===== config.mk =====
export PLATFORM = sky130hd
export DESIGN_NAME = mc_control
export DESIGN_NICKNAME = d
export VERILOG_FILES = /design/src/rtl/mips_ctrl_pkg.sv /design/src/rtl/mem_wait_timer.sv /design/src/rtl/mc_control.sv
export SDC_FILE = /design/constraint.sdc
export NUM_CORES = 1
export LEC_CHECK = 0
export CAP_MARGIN = 20
export CORE_MARGIN = 10
export CORE_UTILIZATION = 24
export CTS_CLUSTER_SIZE = 20
export DETAILED_ROUTE_END_ITERATION = 10
export GPL_TIMING_DRIVEN = 0
export PLACE_DENSITY_LB_ADDON = 0.12
export SYNTH_ARGS = -nofsm -noshare
export SYNTH_HDL_FRONTEND = slang
export SYNTH_SLANG_ARGS = --single-unit

===== constraint.sdc =====
create_clock -name clk -period 1.9 [get_ports clk]
set_input_delay 0.19 -clock clk [delete_from_list [all_inputs] [get_ports clk]]
set_output_delay 0.19 -clock clk [all_outputs]
set_load 0.05 [all_outputs]

===== src/rtl/mips_ctrl_pkg.sv =====
// Shared types and constants for the multi-cycle MIPS control sequencer.
// Opcode and funct values follow the MIPS-I encoding used by mips.h.
package mips_ctrl_pkg;

  typedef enum logic [3:0] {
    IDLE   = 4'd0,
    FETCH  = 4'd1,
    DECODE = 4'd2,
    MEMADR = 4'd3,
    MEMRD  = 4'd4,
    MEMWB  = 4'd5,
    MEMWR  = 4'd6,
    REXEC  = 4'd7,
    IEXEC  = 4'd8,
    ALUWB  = 4'd9,
    BRANCH = 4'd10,
    JUMP   = 4'd11,
    SYSC   = 4'd12,
    TRAP   = 4'd13
  } stateT;

  localparam logic [2:0] ALU_ADD = 3'b010;
  localparam logic [2:0] ALU_SUB = 3'b110;
  localparam logic [2:0] ALU_AND = 3'b000;
  localparam logic [2:0] ALU_OR  = 3'b001;
  localparam logic [2:0] ALU_SLT = 3'b111;
  localparam logic [2:0] ALU_LUI = 3'b011;

  localparam logic [1:0] SRCB_RT    = 2'b00;
  localparam logic [1:0] SRCB_FOUR  = 2'b01;
  localparam logic [1:0] SRCB_IMM   = 2'b10;
  localparam logic [1:0] SRCB_IMMSH = 2'b11;

  localparam logic [1:0] PCSRC_ALU    = 2'b00;
  localparam logic [1:0] PCSRC_ALUOUT = 2'b01;
  localparam logic [1:0] PCSRC_JUMP   = 2'b10;
  localparam logic [1:0] PCSRC_RS     = 2'b11;

  localparam logic [5:0] OP_RTYPE = 6'b000000;
  localparam logic [5:0] OP_J     = 6'b000010;
  localparam logic [5:0] OP_JAL   = 6'b000011;
  localparam logic [5:0] OP_BEQ   = 6'b000100;
  localparam logic [5:0] OP_BNE   = 6'b000101;
  localparam logic [5:0] OP_ADDI  = 6'b001000;
  localparam logic [5:0] OP_ADDIU = 6'b001001;
  localparam logic [5:0] OP_ORI   = 6'b001101;
  localparam logic [5:0] OP_LUI   = 6'b001111;
  localparam logic [5:0] OP_LW    = 6'b100011;
  localparam logic [5:0] OP_SW    = 6'b101011;

  localparam logic [5:0] FN_JR      = 6'b001000;
  localparam logic [5:0] FN_SYSCALL = 6'b001100;
  localparam logic [5:0] FN_ADD     = 6'b100000;
  localparam logic [5:0] FN_SUB     = 6'b100010;
  localparam logic [5:0] FN_AND     = 6'b100100;
  localparam logic [5:0] FN_OR      = 6'b100101;
  localparam logic [5:0] FN_SLT     = 6'b101010;

  // Successor of DECODE; the all-zero word is a NOP that retires immediately.
  function automatic stateT decodeDispatch(input logic [31:0] inst);
    stateT nxt;
    nxt = TRAP;
    if (inst == 32'd0) begin
      nxt = FETCH;
    end else begin
      case (inst[31:26])
        OP_RTYPE: begin
          case (inst[5:0])
            FN_ADD, FN_SUB, FN_AND, FN_OR, FN_SLT: nxt = REXEC;
            FN_JR:                                 nxt = JUMP;
            FN_SYSCALL:                            nxt = SYSC;
            default:                               nxt = TRAP;
          endcase
        end
        OP_LW, OP_SW:                      nxt = MEMADR;
        OP_ADDI, OP_ADDIU, OP_ORI, OP_LUI: nxt = IEXEC;
        OP_BEQ, OP_BNE:                    nxt = BRANCH;
        OP_J, OP_JAL:                      nxt = JUMP;
        default:                           nxt = TRAP;
      endcase
    end
    return nxt;
  endfunction

  function automatic logic [2:0] rAluOp(input logic [5:0] funct);
    logic [2:0] op;
    case (funct)
      FN_SUB:  op = ALU_SUB;
      FN_AND:  op = ALU_AND;
      FN_OR:   op = ALU_OR;
      FN_SLT:  op = ALU_SLT;
      default: op = ALU_ADD;
    endcase
    return op;
  endfunction

  function automatic logic [2:0] iAluOp(input logic [5:0] opcode);
    logic [2:0] op;
    case (opcode)
      OP_ORI:  op = ALU_OR;
      OP_LUI:  op = ALU_LUI;
      default: op = ALU_ADD;
    endcase
    return op;
  endfunction

endpackage


===== src/rtl/mem_wait_timer.sv =====
// Counts cycles spent waiting on mem_ready; timeout flags that the budget is used up.
module mem_wait_timer #(
  parameter int MEM_TIMEOUT = 15,
  parameter int TMR_W       = 4
) (
  input  logic clk,
  input  logic rst_n,
  input  logic clear,
  input  logic enable,
  output logic timeout
);

  logic [TMR_W-1:0] count;

  assign timeout = (count == TMR_W'(MEM_TIMEOUT));

  // Holding at the limit keeps the counter from wrapping when MEM_TIMEOUT is the max value.
  always_ff @(posedge clk or negedge rst_n) begin
    if (!rst_n) begin
      count <= '0;
    end else if (clear) begin
      count <= '0;
    end else if (enable && !timeout) begin
      count <= count + TMR_W'(1);
    end
  end

endmodule


===== src/rtl/mc_control.sv =====
// Multi-cycle MIPS control sequencer: steps each instruction through the shared
// datapath and guards every memory wait with a timeout that traps.
//   state  | meaning
//   IDLE   | one cycle after reset, all outputs low
//   FETCH  | read instruction at PC, load IR and PC+4 on mem_ready
//   DECODE | branch target into ALUOut, dispatch on opcode/funct
//   MEMADR | compute load/store address
//   MEMRD  | load read, wait mem_ready
//   MEMWB  | write MDR to rt
//   MEMWR  | store write, wait mem_ready
//   REXEC  | R-type ALU op
//   IEXEC  | immediate ALU op
//   ALUWB  | write ALUOut to rd/rt
//   BRANCH | compare and conditionally load PC
//   JUMP   | j / jal / jr
//   SYSC   | syscall handshake
//   TRAP   | illegal instruction or memory timeout, absorbing
module mc_control import mips_ctrl_pkg::*; #(
  parameter int MEM_TIMEOUT = 15,
  parameter int TMR_W       = 4,
  parameter int STATE_W     = 4
) (
  input  logic               clk,
  input  logic               rst_n,
  input  logic [31:0]        inst,
  input  logic               zero,
  input  logic               mem_ready,
  input  logic               syscall_done,
  output logic               PCWrite,
  output logic               IorD,
  output logic               MemRead,
  output logic               MemWrite,
  output logic               IRWrite,
  output logic               RegDst,
  output logic               MemToReg,
  output logic               RegWrite,
  output logic               ALUSrcA,
  output logic [1:0]         ALUSrcB,
  output logic [2:0]         ALUOp,
  output logic [1:0]         PCSource,
  output logic               jal_link,
  output logic               syscall_req,
  output logic               retired,
  output logic               trap,
  output logic [STATE_W-1:0] dbg_state
);

  stateT      state, nextState;
  logic       regDstQ;
  logic       waitState, tmrTimeout;
  logic [5:0] opcode, funct;

  assign opcode    = inst[31:26];
  assign funct     = inst[5:0];
  assign dbg_state = STATE_W'(state);
  assign waitState = (state == FETCH) || (state == MEMRD) || (state == MEMWR);

  // Leaving a wait state only happens on mem_ready, so clearing then gives every entry a fresh count.
  mem_wait_timer #(
    .MEM_TIMEOUT(MEM_TIMEOUT),
    .TMR_W      (TMR_W)
  ) uWaitTimer (
    .clk    (clk),
    .rst_n  (rst_n),
    .clear  (!waitState || mem_ready),
    .enable (waitState && !mem_ready),
    .timeout(tmrTimeout)
  );

  always_ff @(posedge clk or negedge rst_n) begin
    if (!rst_n) begin
      state   <= IDLE;
      regDstQ <= 1'b0;
    end else begin
      state <= nextState;
      if (state == REXEC) regDstQ <= 1'b1;
      else if (state == IEXEC) regDstQ <= 1'b0;
    end
  end

  always_comb begin
    nextState   = state;
    PCWrite     = 1'b0;
    IorD        = 1'b0;
    MemRead     = 1'b0;
    MemWrite    = 1'b0;
    IRWrite     = 1'b0;
    RegDst      = 1'b0;
    MemToReg    = 1'b0;
    RegWrite    = 1'b0;
    ALUSrcA     = 1'b0;
    ALUSrcB     = SRCB_RT;
    ALUOp       = ALU_AND;
    PCSource    = PCSRC_ALU;
    jal_link    = 1'b0;
    syscall_req = 1'b0;
    retired     = 1'b0;
    trap        = 1'b0;
    case (state)
      IDLE: nextState = FETCH;
      FETCH: begin
        MemRead = 1'b1;
        if (mem_ready) begin
          IRWrite   = 1'b1;
          PCWrite   = 1'b1;
          ALUSrcB   = SRCB_FOUR;
          ALUOp     = ALU_ADD;
          PCSource  = PCSRC_ALU;
          nextState = DECODE;
        end else if (tmrTimeout) begin
          nextState = TRAP;
        end
      end
      DECODE: begin
        ALUSrcB   = SRCB_IMMSH;
        ALUOp     = ALU_ADD;
        retired   = (inst == 32'd0);
        nextState = decodeDispatch(inst);
      end
      MEMADR: begin
        ALUSrcA   = 1'b1;
        ALUSrcB   = SRCB_IMM;
        ALUOp     = ALU_ADD;
        nextState = (opcode == OP_LW) ? MEMRD : MEMWR;
      end
      MEMRD: begin
        MemRead = 1'b1;
        IorD    = 1'b1;
        if (mem_ready) nextState = MEMWB;
        else if (tmrTimeout) nextState = TRAP;
      end
      MEMWB: begin
        RegWrite  = 1'b1;
        MemToReg  = 1'b1;
        retired   = 1'b1;
        nextState = FETCH;
      end
      MEMWR: begin
        MemWrite = 1'b1;
        IorD     = 1'b1;
        if (mem_ready) begin
          retired   = 1'b1;
          nextState = FETCH;
        end else if (tmrTimeout) begin
          nextState = TRAP;
        end
      end
      REXEC: begin
        ALUSrcA   = 1'b1;
        ALUSrcB   = SRCB_RT;
        ALUOp     = rAluOp(funct);
        nextState = ALUWB;
      end
      IEXEC: begin
        ALUSrcA   = 1'b1;
        ALUSrcB   = SRCB_IMM;
        ALUOp     = iAluOp(opcode);
        nextState = ALUWB;
      end
      ALUWB: begin
        RegWrite  = 1'b1;
        RegDst    = regDstQ;
        retired   = 1'b1;
        nextState = FETCH;
      end
      BRANCH: begin
        ALUSrcA   = 1'b1;
        ALUSrcB   = SRCB_RT;
        ALUOp     = ALU_SUB;
        PCSource  = PCSRC_ALUOUT;
        PCWrite   = ((opcode == OP_BEQ) && zero) || ((opcode == OP_BNE) && !zero);
        retired   = 1'b1;
        nextState = FETCH;
      end
      JUMP: begin
        PCWrite = 1'b1;
        retired = 1'b1;
        if (opcode == OP_RTYPE) begin
          PCSource = PCSRC_RS;
        end else begin
          PCSource = PCSRC_JUMP;
          RegWrite = (opcode == OP_JAL);
          jal_link = (opcode == OP_JAL);
        end
        nextState = FETCH;
      end
      SYSC: begin
        syscall_req = 1'b1;
        if (syscall_done) begin
          retired   = 1'b1;
          nextState = FETCH;
        end
      end
      TRAP: trap = 1'b1;
      default: nextState = IDLE;
    endcase
  end

endmodule


* Word level (Yosys, flattened, before mapping)
Index checks and enable logic that the tools add are counted.
Storage, ports and cells: memories kept 0, latch bits 0, RAM bits 0, register bits 9, logic and storage cells 107, bits in read-only memories 0
Operators by class: shift-type cells 0, multiplexer cells 38, multipliers 0, equality and inequality tests 32, add/sub/neg operators 1, bitwise logic cells 1, reduce and logical (&&, ||, !) cells 32, divide/modulo/power cells 0, magnitude comparators 0
Operators by type and width (number):
- 6-bit equality test, second input constant | 7
- 6-bit by 4-bit equality test with 1-bit output, second input constant | 6
- 4-bit one-hot mux with 9 select lines | 1
- 32-bit zero test | 1
- 4-bit 2-to-1 mux | 8
- 4-bit equality test, second input constant | 7
- 4-bit one-hot mux with 5 select lines | 1
- 2-bit OR reduction | 9
- 1-bit 2-to-1 mux | 17
- 4-bit by 3-bit equality test with 1-bit output, second input constant | 4
- 3-bit one-hot mux with 5 select lines | 1
- 6-bit by 2-bit equality test with 1-bit output, second input constant | 2
- 6-bit by 3-bit equality test with 1-bit output, second input constant | 2
- 3-bit one-hot mux with 4 select lines | 1
- 4-bit one-hot mux with 3 select lines | 1
- 4-bit OR reduction | 3
- 5-bit OR reduction | 2
- 4-bit by 2-bit equality test with 1-bit output, second input constant | 2
- 2-bit one-hot mux with 2 select lines | 2
- 6-bit zero test | 1
- 2-bit one-hot mux with 3 select lines | 1
- 4-bit by 1-bit adder with 4-bit output, second input constant | 1
- 4-bit by 1-bit equality test with 1-bit output, second input constant | 1
- 1-bit logical AND | 4
- other kinds (11) | 19

* Logic depth before layout (Yosys ltp)
depth in word-level cells 7, depth in mapped cells 7

* Cells and area by module
From an unflattened synthesis, not the netlist that was laid out.
Second synthesis, totals: cell total of the unflattened synthesis 185, area total of the unflattened synthesis 1281.2 sq um
Modules (own cells, without submodules):
- mc_control | sequential area each 125.1 sq um, instances 1, area each 1052.3 sq um, cells each 165
- mem_wait_timer | sequential area each 100.1 sq um, instances 1, area each 229.0 sq um, cells each 20

* Worst setup path before layout
Ideal clock, no wire load.
kind reg2out, from register state[0], in the netlist dbg_state[0], to output port ALUOp[0], path buffers 2, data required time 1.710 ns, setup slack -1.020 ns, data arrival time 2.730 ns, stages on the path, launching flop included 4, cell sequence dfrtp_1 -> buf_2 -> buf_2 -> o41ai_1
Between the ends: longest elaborated chain between the ends 3, elaborated cells between the ends (all ways) 8
Ends and longest elaborated chain:
- start, declared | line mc_control.sv:48 | stateT state, nextState;
- start signal, assigned | line mc_control.sv:75 | state <= nextState;
- 4-bit by 2-bit equality test with 1-bit output | line mc_control.sv:99 | case (state)
- 2-bit OR reduction (no source line)
- 3-bit one-hot mux with 5 select lines (*) | line mc_control.sv:99
- end, declared | line mc_control.sv:39 | output logic [2:0] ALUOp,
Every way passes the cells marked *; elsewhere a longest branch is shown, timed or not.

* Worst setup path after layout
from register state[2], in the netlist dbg_state[2], to output port ALUOp[1]
The elaborated chain is that of the path after synthesis.

==> results.py <==
metrics = {
    "placement": {
        "hpwl_um": 3940,
        "placed_area_um2": 2012,
        "port_buffers": 58,
        "gp_congestion": 0.7950,
    },
    "yosys": {
        "ys_seq_area_frac": 0.1846,
        "ys_ff_latch": 9,
        "netlist_instances": 175,
        "ys_types": 47,
        "synth_warnings": 0,
        "syn_area_per_cell_um2": 6.971,
        "synth-main-ff-cell": "dfrtp_1",
        "async_reset_ff_frac": 1.000,
        "syn-cell-area_um2": 1220,
        "syn_nets": 213,
        "synth-edff-count": 0,
    },
    "cts": {
        "cts.clk_slew.worst_paths_ns": 0.04,
        "clk_root_buffer_cell": "clkbuf_8",
        "hold_buffers": 0,
        "h-tree-depth": 1,
        "numCtsBuffers": 3,
        "cts_num_sinks": 9,
        "clk_path_buf_depth": 2,
        "clk_latency_ns": 0.23,
        "cts_tree": "yes",
    },
    "detailed_routing": {
        "drc": 0,
        "wl_per_cell_um": 16.01,
        "drt_iter0_drc": 61,
        "vias": 1588,
        "wirelength_um": 4994,
        "firstDrtPassIters": 4,
        "via_per_inst": 5.090,
        "ant_nets": 0,
    },
    "critical_path": {
        "worstSetupPathType": "register to output port",
        "critPathSlowestCell": "dfrtp_2",
        "cp.arrival_ns": 1.82,
        "crit_path_end_kind": "output port",
        "crit_fanout": 6,
        "reg2reg_depth": 5,
        "crit_chain": "buf_6 > nor2b_4 > and3_4 > a21oi_4 > nor2_4 > or3_4 > buf_8",
        "slowest_delay_ns": 0.41,
        "crit_required_ns": 1.71,
        "critPathLaunchType": "register",
    },
    "die": {
        "initial_core_util": 0.2532,
        "core_um2": 4817,
        "fp.dieW_um": 91.30,
        "die_h_um": 91.30,
        "rows": 25,
        "die-area_um2": 8335,
        "ios": 61,
    },
    "global_routing": {
        "grt_pass1_vias": 1614,
        "antenna_found_initial": 0,
        "grt_overflow": 0,
        "grt_pass1_wl_um": 8197,
        "track_usage": 0.1140,
        "grt_start_max_net_pins": 11,
    },
    "power_and_ir_drop": {
        "power.density_nw_per_um2": 1359,
        "p_leak_nw": 1.020,
        "irDropWorstVdd_v": 0.0006710,
        "power_mw": 3.018,
    },
    "timing": {
        "max_freq_mhz": 498.2,
        "holdWs_ns": 0.2625,
        "layout_min_cycle_time_ns": 2.007,
        "relSlewSlack": 0.6637,
        "setup_viol": 1,
        "maxSlewViolCount": 0,
        "worst_slew_pin_slew_ns": 0.5029,
        "post-route-worst-setup-slack_ns": -0.1071,
        "rsz0062_at_grt": "true",
        "setup_tns_ns": -0.1071,
        "hold_viol_final": 0,
        "finalCritPeriodShare": 1.056,
        "finalClockSkew_ns": 0.0005117,
    },
    "finish": {
        "syn2layout_area_growth_pct": 82.05,
        "fin_nets": 284,
        "drive_gt1_frac": 0.3143,
        "fin_util": 0.4610,
        "stdcell_area_um2": 2221,
        "antenna-diode-count": 0,
    },
    "status": {
        "violations": "setup timing",
        "outcome": "finished, violations left",
    },
    "flow_run": {
        "maxCapViolCount": 0,
    },
    "min_path": {
        "min_path_type": "input port to async pin",
    },
}
## state kept, by name, indices dropped and copies added (netlist names)
name              flops
dbg_state             4
uWaitTimer.count      4
regDstQ               1
## final cells by class
| type | instances | area, um2 |
|---|---|---|
| inverters | 6 | 22.52 |
| fillers | 515 | 2596 |
| flip-flops and latches | 9 | 230.2 |
| clock buffers | 4 | 45.04 |
| repair buffers | 68 | 671.9 |
| plain buffers | 9 | 60.06 |
| multi-input cells | 149 | 1107 |
| well taps | 67 | 83.83 |
## metal layers
| metal | up-vias | GRT usage | part of all wire |
|---|---|---|---|
| met5 | - | 0 | 0 |
| met4 | 0 | 0.01958 | 0.0028 |
| met3 | 2 | 0.01975 | 0.039 |
| met2 | 44 | 0.1999 | 0.50 |
| met1 | 750 | 0.1431 | 0.46 |
| li1 | 792 | - | - |
## report_power, final
part / switching, mW / internal, mW
logic: 1.52 / 0.926
registers: 0.0921 / 0.260
clock network: 0.0706 / 0.146
total: 1.69 / 1.33
## path summary, 6_finish.rpt
kind	slack, ns	end	from
worst min register to register	0.53	regDstQ$_DFFE_PN0P_	regDstQ$_DFFE_PN0P_
min in group clk	0.48	dbg_state[0]$_DFFE_PN0P_	mem_ready
worst min-delay path	0.26	uWaitTimer.count[2]$_DFFE_PN0P_	rst_n
worst max register to register	0.23	dbg_state[2]$_DFFE_PN0P_	uWaitTimer.count[0]$_DFFE_PN0P_
worst max-delay path	-0.11	ALUOp[1]	dbg_state[2]$_DFFE_PN0P_
max in group asynchronous	1.32	dbg_state[0]$_DFFE_PN0P_	rst_n
## Yosys cell counts (all sizes together), types with 3 or more instances
master  instances  area share
a21oi          10       0.041
and3            4       0.021
nand2          15       0.048
nor2b           5       0.026
clkbuf          4       0.012
a311oi          3       0.022
nor3b           5       0.039
nand2b          9       0.046
mux2i           4       0.033
inv             6       0.018
nand3          10       0.041
o21ai          12       0.049
dfrtp           9        0.18
buf             7       0.029
a31oi           4       0.021
nor2           23       0.071
nor3            9       0.037
nor4            6       0.055
## critical path, delay by kind of cell (launching register included)
family,cells,cell delay [ns]
simple gates,4,0.72
flops,1,0.41
buf+inv,2,0.29
compound gates,1,0.16
## cell families (layout without fill, tap and decap cells)
logic type | count (synthesis) | count (layout) | synth area share
AND/OR/NAND/NOR | 96 | 96 | 0.4431
AO/OA/AOI/OAI | 45 | 45 | 0.2482
buffers and inverters | 17 | 87 | 0.05948
flip-flops | 9 | 9 | 0.1846
multiplexers | 4 | 4 | 0.03282
XOR/XNOR | 3 | 3 | 0.02154
adder cells (fa/ha/maj) | 1 | 1 | 0.01025
## cell usage in the layout, fill, tap and decap left out, drive strengths merged, types with 8 or more instances in the layout
| master | instances |
|---|---|
| o21ai | 12 |
| nor2 | 23 |
| nor3 | 9 |
| clkdlybuf4s50 | 16 |
| a21oi | 10 |
| buf | 23 |
| dfrtp | 9 |
| nand2b | 9 |
| nand2 | 15 |
| nand3 | 10 |
| dlymetal6s2s | 13 |
| dlygate4sd2 | 8 |
| clkbuf | 16 |
## repair_timing
action | in CTS | in global routing
buffers inserted | 7 | 3
pin swaps | 4 | 15
endpoints found under the setup margin | 20 | 15
gates resized for setup | 98 | 44
## stage by stage
stage,worst slack (ns),std cells
after global placement,-0.9788,300
final,-0.1071,312
after detailed placement,-0.9689,300
after global routing,-0.1564,312
after floorplan,0.01836,175
after CTS,-0.1466,309
Note: power is estimated with default switching activity, not from simulation.
